**config.mk**
```make
export PLATFORM = sky130hd
export DESIGN_NAME = np_frame_builder
export DESIGN_NICKNAME = d
export VERILOG_FILES = /design/src/rtl/np_frame_builder.sv
export SDC_FILE = /design/constraint.sdc
export NUM_CORES = 2
export LEC_CHECK = 0
export BUFFER_PORTS_ARGS = -buffer_cell sky130_fd_sc_hd__buf_2
export CAP_MARGIN = 0
export CORE_AREA = 2 2 285 287
export CTS_BUF_LIST = sky130_fd_sc_hd__clkbuf_4 sky130_fd_sc_hd__clkbuf_8 sky130_fd_sc_hd__clkbuf_16
export DETAILED_ROUTE_END_ITERATION = 8
export DIE_AREA = 0 0 287 289
export GPL_ROUTABILITY_DRIVEN = 1
export PLACE_DENSITY = 0.57
export SETUP_SLACK_MARGIN = 0.1
export SYNTH_ARGS = -nofsm -noshare
export SYNTH_HDL_FRONTEND = slang
export SYNTH_SLANG_ARGS = --single-unit
```
**constraint.sdc**
```tcl
create_clock -name CLOCK_50 -period 41 [get_ports CLOCK_50]
set_input_delay 2.05 -clock CLOCK_50 [delete_from_list [all_inputs] [get_ports CLOCK_50]]
set_output_delay 2.05 -clock CLOCK_50 [all_outputs]
set_load 0.01 [all_outputs]
```
**src/rtl/np_frame_builder.sv**
```systemverilog
`timescale 1ns/1ps
// -----------------------------------------------------------------------------
// np_frame_builder
//
// Double-buffered 16-pixel GRB frame store in front of a NeoPixel serial
// controller. The host edits a shadow bank at any time. A commit, or the
// periodic auto-refresh, hands a frame to the controller through a
// ready/go handshake. The frame bank that drives the controller changes
// only while it is idle, so the wire never sees a half-updated frame.
//
// Ports
//   CLOCK_50    in   1    sole clock, rising edge
//   reset       in   1    asynchronous, active-high
//   wr_en       in   1    write wr_color into shadow[wr_addr]
//   wr_addr     in   4    pixel index 0..15
//   wr_color    in   24   GRB value, bit 23 sent first
//   fill_en     in   1    write fill_color into all 16 shadow pixels
//   fill_color  in   24   GRB fill value
//   commit      in   1    request copy shadow -> frame and transmit
//   np_ready    in   1    controller can accept np_go
//   frame_data  out  384  active frame, pixel k at [383-24k -: 24]
//   np_go       out  1    one-cycle start pulse to the controller
//   busy        out  1    a frame is latched or being transmitted
// -----------------------------------------------------------------------------
module np_frame_builder #(
   parameter int unsigned REFRESH_CYCLES = 1000000
) (
   input  logic         CLOCK_50,
   input  logic         reset,
   input  logic         wr_en,
   input  logic [3:0]   wr_addr,
   input  logic [23:0]  wr_color,
   input  logic         fill_en,
   input  logic [23:0]  fill_color,
   input  logic         commit,
   input  logic         np_ready,
   output logic [383:0] frame_data,
   output logic         np_go,
   output logic         busy
);

   typedef enum logic [2:0] {
      IDLE,
      WAIT_RDY,
      LATCH,
      GO,
      WAIT_LOW,
      WAIT_DONE
   } state_t;

   localparam logic [23:0] REFRESH_LAST = 24'(REFRESH_CYCLES - 1);

   state_t      state_q, state_d;
   logic [23:0] shadow_q [16];
   logic [23:0] shadow_d [16];
   logic [23:0] frame_q  [16];
   logic [23:0] frame_d  [16];
   logic        pending_q, pending_d;
   logic [23:0] refresh_q, refresh_d;
   logic [1:0]  low_cnt_q, low_cnt_d;
   logic        refresh_expired;

   assign refresh_expired = (refresh_q == REFRESH_LAST);

   // Handshake FSM: next state and the two status outputs.
   always_comb begin
      // NOTE: every output of this block gets a default before the case, so
      // no path through it can leave a value unassigned and infer a latch.
      state_d   = state_q;
      low_cnt_d = low_cnt_q;
      np_go     = 1'b0;
      busy      = 1'b0;
      case (state_q)
         IDLE: begin
            // commit is looked at directly as well as through pending, so a
            // request leaves IDLE on the same edge that records it.
            if (pending_q || commit || refresh_expired) begin
               state_d = WAIT_RDY;
            end
         end
         WAIT_RDY: begin
            if (np_ready) begin
               state_d = LATCH;
            end
         end
         LATCH: begin
            busy    = 1'b1;
            state_d = GO;
         end
         GO: begin
            busy = 1'b1;
            // Hold the pulse back if the controller dropped ready between
            // WAIT_RDY and here; go must never meet a not-ready controller.
            if (np_ready) begin
               np_go     = 1'b1;
               low_cnt_d = 2'd0;
               state_d   = WAIT_LOW;
            end
         end
         WAIT_LOW: begin
            busy = 1'b1;
            // A controller that never visibly drops ready is given 4 cycles.
            if (!np_ready || low_cnt_q == 2'd3) begin
               state_d = WAIT_DONE;
            end else begin
               low_cnt_d = low_cnt_q + 2'd1;
            end
         end
         WAIT_DONE: begin
            busy = 1'b1;
            if (np_ready) begin
               state_d = IDLE;
            end
         end
         default: state_d = IDLE;
      endcase
   end

   // Datapath: shadow edits, commit bookkeeping, refresh timer, frame copy.
   always_comb begin
      for (int i = 0; i < 16; i++) begin
         shadow_d[i] = fill_en ? fill_color : shadow_q[i];
         // A single-pixel write wins over a fill in the same cycle.
         if (wr_en && wr_addr == 4'(i)) begin
            shadow_d[i] = wr_color;
         end
      end

      // A commit in LATCH arrives after the copy was taken from shadow_q, so
      // it must survive the clear and cause one more transmission.
      pending_d = pending_q;
      if (state_q == LATCH) begin
         pending_d = 1'b0;
      end
      if (commit) begin
         pending_d = 1'b1;
      end

      // Counts only while idle or waiting; saturates so an expiry is not
      // lost while the controller is not ready. Restarts on the way to GO.
      refresh_d = refresh_q;
      if ((state_q == IDLE || state_q == WAIT_RDY) && !refresh_expired) begin
         refresh_d = refresh_q + 24'd1;
      end
      if (state_q == LATCH) begin
         refresh_d = 24'd0;
      end

      // A pure refresh retransmits the existing frame unchanged.
      frame_d = frame_q;
      if (state_q == LATCH && pending_q) begin
         frame_d = shadow_q;
      end
   end

   always_ff @(posedge CLOCK_50 or posedge reset) begin
      if (reset) begin
         state_q   <= IDLE;
         pending_q <= 1'b0;
         refresh_q <= 24'd0;
         low_cnt_q <= 2'd0;
         // NOTE: both banks are plain flops rather than RAM, so they can and
         // must be cleared by reset to give an all-dark frame.
         for (int i = 0; i < 16; i++) begin
            shadow_q[i] <= 24'h000000;
            frame_q[i]  <= 24'h000000;
         end
      end else begin
         // NOTE: non-blocking updates so every flop samples pre-edge values,
         // independent of statement order.
         state_q   <= state_d;
         pending_q <= pending_d;
         refresh_q <= refresh_d;
         low_cnt_q <= low_cnt_d;
         shadow_q  <= shadow_d;
         frame_q   <= frame_d;
      end
   end

   always_comb begin
      frame_data = '0;
      for (int k = 0; k < 16; k++) begin
         frame_data[383 - 24*k -: 24] = frame_q[k];
      end
   end

endmodule

```
# After elaboration in Yosys (flattened, before gate mapping)
# Index checks and enable logic that the tools add are counted.
dict set report totals {
  regBits 798
  in_bits 58
  output_inout_bits 386
  word_cells 147
}
dict set report classes {
  add_sub_neg 2
  n_eq_ne 28
  n_mux 33
  reduce_logical 48
}
# op count
set ops {}
lappend ops {{$mux 24} 19}
lappend ops {{$reduce_bool 2->1} 19}
lappend ops {{$eq 4x4->1 const B} 8}
lappend ops {{$add 24x1->24 const B} 1}
lappend ops {{$eq 24x20->1 const B} 1}
lappend ops {{$logic_and 1x1->1} 18}
lappend ops {{$pmux 3 s6} 1}
lappend ops {{$eq 4x3->1 const B} 4}
lappend ops {{$mux 3} 5}
lappend ops {{$ne 2x2->1 const B} 6}
lappend ops {{$eq 4x2->1 const B} 2}
lappend ops {{$eq 3x2->1 const B} 2}
lappend ops {{$eq 3x3->1 const B} 2}
lappend ops {{$mux 1} 5}
lappend ops {{$reduce_and 5->1} 1}
lappend ops {{$eq 4x1->1 const B} 1}
lappend ops {{$logic_not 4->1} 1}
lappend ops {{$logic_or 1x1->1} 4}
lappend ops {{$mux 2} 2}
lappend ops {{$pmux 2 s2} 1}
lappend ops {{$reduce_or 4->1} 1}
lappend ops {{$eq 3x1->1 const B} 1}
lappend ops {{$logic_not 3->1} 1}
lappend ops {{$reduce_and 3->1} 1}
lappend ops {{3 further kinds} 4}

# Logic depth before layout (Yosys ltp)
dict set report depth {
  ltp_word 5
  depth_mapped 8
}

# Worst setup path before layout
# Ideal clock, no wire load.
dict set report synth_timing {
  kind {input to output}
  start {input np_ready}
  end {output np_go}
  arrival_ns 2.601
  setup_slack_ns 36.349
  cell_stages 3
  path_buffers 0
  path_cell_list {nand2_1 > or3_1 > inv_1}
}
dict set report synth_between {
  elab_chain_cells 2
}
# item line_no
set synth_lines {}
lappend synth_lines {{start: declaration} 36} ;# input logic np_ready,
lappend synth_lines {{$mux 1} 94} ;# if (np_ready) begin
lappend synth_lines {{$mux 1} 73} ;# case (state_q)
lappend synth_lines {{end: declaration} 38} ;# output logic np_go,
# No other way between the ends.

# Worst setup path after layout
# Same ends and word-level chain as after synthesis.

==> impl_metrics.env <==
export IMPL_synthFlopType="dfrtp_1"
export IMPL_floorplan_initialDensity_pct=39.8
export IMPL_period_share_pct=11.9
export IMPL_synth_seq_cells=798
export IMPL_holdPathStages=1
export IMPL_cts_setup_buffers=0
export IMPL_rsz0062_at_grt="no"
export IMPL_utilization_pct=46.9
export IMPL_final_common_cell="dfrtp_1"
export IMPL_place_inst=4045
export IMPL_row_count=104
export IMPL_drcViolationCount=0
export IMPL_syn_nets=2853
export IMPL_grt_pass1_wl_um=139000
export IMPL_cts_tree="done"
export IMPL_vias=22500
export IMPL_routedWlPerCell_um=22.0
export IMPL_final_hold_viol_count=0
export IMPL_critPathRequiredTime_ps=38950
export IMPL_synth_edf_count=0
export IMPL_cp_slowest_cell="or3_1"
export IMPL_cp_end_kind="primary output"
export IMPL_p_per_area_mw_per_mm2=71.9
export IMPL_grt_max_degree=193
export IMPL_min_path_type="flip-flop to flip-flop"
export IMPL_hpwl_um=57900
export IMPL_slowest_delay_ps=390
export IMPL_clk_latency_ps=630
export IMPL_synthToLayoutAreaGrowth_pct=17.8
export IMPL_viasPerCell=5.36
export IMPL_crit_type="primary input to primary output"
export IMPL_hp_start="shadow_q[142]"
export IMPL_reg2reg_to="frame_data[76]"
export IMPL_ctsHoldBuffers=0
export IMPL_fin_skew_ps=22.3
export IMPL_cp_start_kind="primary input"
export IMPL_synth_top_cell_area_share_pct=62.8
export IMPL_run_status="finished, final reports clean"
export IMPL_slew_headroom_pct=9.68
export IMPL_core_mm2=0.0799
export IMPL_drt_first_pass_iters=5
export IMPL_htreeDepth=3
export IMPL_yosys_warnings=0
export IMPL_ff2ff_path_depth=9
export IMPL_routed_wl_um=92400
export IMPL_maxCapViolCount=0
export IMPL_setup_tns_final_ps=0
export IMPL_synth_top_area_cell="dfrtp_1"
export IMPL_hold_end="frame_data[142]"
export IMPL_max_freq_mhz=204
export IMPL_clk_pin_slew_ps=60
export IMPL_die_area_mm2=0.0829
export IMPL_ir_worst_vdd_mv=0.0385
export IMPL_gr_total_overflow=0
export IMPL_ant_nets=0
export IMPL_min_period_ps=4900
export IMPL_layout_common_cells="dfrtp_1 (798), a21oi_1 (532), buf_2 (443), mux2_2 (384), nand2_1 (258)"
export IMPL_seq_area_frac_synth_pct=62.8
export IMPL_antenna_found_initial=8
export IMPL_async_reset_ff_share_pct=100
export IMPL_p_leak_nw=16.8
export IMPL_synth_area_leaders="dfrtp_1 (63%), mux2_2 (14%), a21oi_1 (8.4%)"
export IMPL_port_buffers=443
export IMPL_netlist_area_mm2=0.0318
export IMPL_synthCells=2792
export IMPL_setup_viol_count_final=0
export IMPL_synth_cell_types=43
export IMPL_r2r_start="state_q[2]"
export IMPL_cp_common_cell="buf_2"
export IMPL_cts_buffers=86
export IMPL_ctsLongestPathBuffers=3
export IMPL_grtUsageTotal_pct=21.9
export IMPL_dieWidth_um=287
export IMPL_ff2ff_setup_slack_ps=36140
export IMPL_syn_avg_cell_area_um2=11.4
export IMPL_path_max_fanout=4
export IMPL_ctsResizeCount=0
export IMPL_drt_initial_drc_count=1790
export IMPL_drive_gt1_share_pct=32.9
export IMPL_final_nets=3134
export IMPL_finalNonFillerCells=4205
export IMPL_arrival_ps=2850
export IMPL_crit_chain="buf_2 > nand2_1 > or3_1 > inv_1 > buf_2"
export IMPL_clock_sinks=798
export IMPL_num_io_pins=444
export IMPL_grt_pass1_vias=22200
export IMPL_worst_pin_slew_ps=1340
export IMPL_slew_viol_final=0
export IMPL_gp_congestion=0.792
export IMPL_clockRootBuffer="clkbuf_16"
export IMPL_die_h_um=289
sequential cells by signal, summed over array words and instances, names as in the netlist:
name,cells
frame_data,384
shadow_q,384
refresh_q,24
state_q,3
low_cnt_q,2
pending_q,1
metal layers:
| layer | up-vias | global-route usage (%) | part of all wire (%) |
|---|---|---|---|
| met4 | 12 | 6.86 | 2.6 |
| li1 | 10100 | - | - |
| met2 | 780 | 33.0 | 45 |
| met5 | - | 0 | 0.083 |
| met3 | 159 | 3.61 | 6.5 |
| met1 | 11400 | 32.4 | 46 |
power breakdown:
part | leakage, nW | internal (W) | switching (W)
Sequential | 9.79 | 0.00102 | 0.000160
Combinational | 5.53 | 0.000358 | 0.000366
Clock | 1.49 | 0.000474 | 0.000317
Total | 16.8 | 0.00185 | 0.000843
logic make-up (layout without fill, tap and decap cells):
| group | Yosys count | count (layout) | synth area share [%] |
|---|---|---|---|
| DFF | 798 | 798 | 62.8 |
| AOI/OAI and AO/OA | 790 | 790 | 12.5 |
| and+or+nand+nor | 522 | 522 | 6.98 |
| muxes | 384 | 384 | 13.6 |
| buffers and inverters | 279 | 629 | 3.49 |
| xor gates and xnor gates | 16 | 16 | 0.441 |
| adders and majority gates | 3 | 3 | 0.118 |
| other | 0 | 3 | 0 |
Yosys cell counts, types with 3 or more instances:
library cell and number:
buf_1 26, xor2_1 8, or3_1 6, dfrtp_1 798
mux2_2 384, nor3_1 7, nand2b_1 5, nor2_1 174
nor4_1 4, nand4_1 6, clkbuf_1 202, a21oi_1 532
inv_1 8, ha_1 3, nand3_1 12, nand2_1 259
and2_1 26, o211ai_1 6, xnor2_1 8, buf_2 41
o21ai_0 247, or4_1 3
critical path: cells and delay by family:
family / cells / cell delay (ps)
simple gates: 2 / 500
buf+inv: 3 / 290
stage by stage:
stage	hold slack, ps	setup WS [ps]	total power [W]	area (um^2)
CTS	492	36100	0.00272	37400
global route	501	35840	0.00283	37400
finish	498	36100	0.00269	37500
floorplan	464	16540	0.00159	31800
detailed placement	490	36100	0.00192	34500
global placement	485	36040	0.00190	34500
cell type report:
cell class | instances | area, um^2
inverters | 9 | 48.8
repair buffers | 463 | 2390
fillers | 7317 | 42400
diodes | 3 | 7.51
flip-flops and latches | 798 | 20000
multi-input cells | 1715 | 10800
well taps | 1060 | 1330
clock inverters | 34 | 347
clock buffers | 123 | 2560
how the worst max path moves through the flow:
| stage | from | end | slack (ps) |
|---|---|---|---|
| 2_1_floorplan | reset | frame_data[0] | 16540 |
| 3_3_place_gp | np_ready | np_go | 36040 |
| 3_5_place_dp | np_ready | np_go | 36100 |
| 4_1_cts | np_ready | np_go | 36100 |
| 5_1_grt | state_q[2] | frame_data[46] | 35840 |
| 6_report | np_ready | np_go | 36100 |
Power figures use the tool's default switching activity.
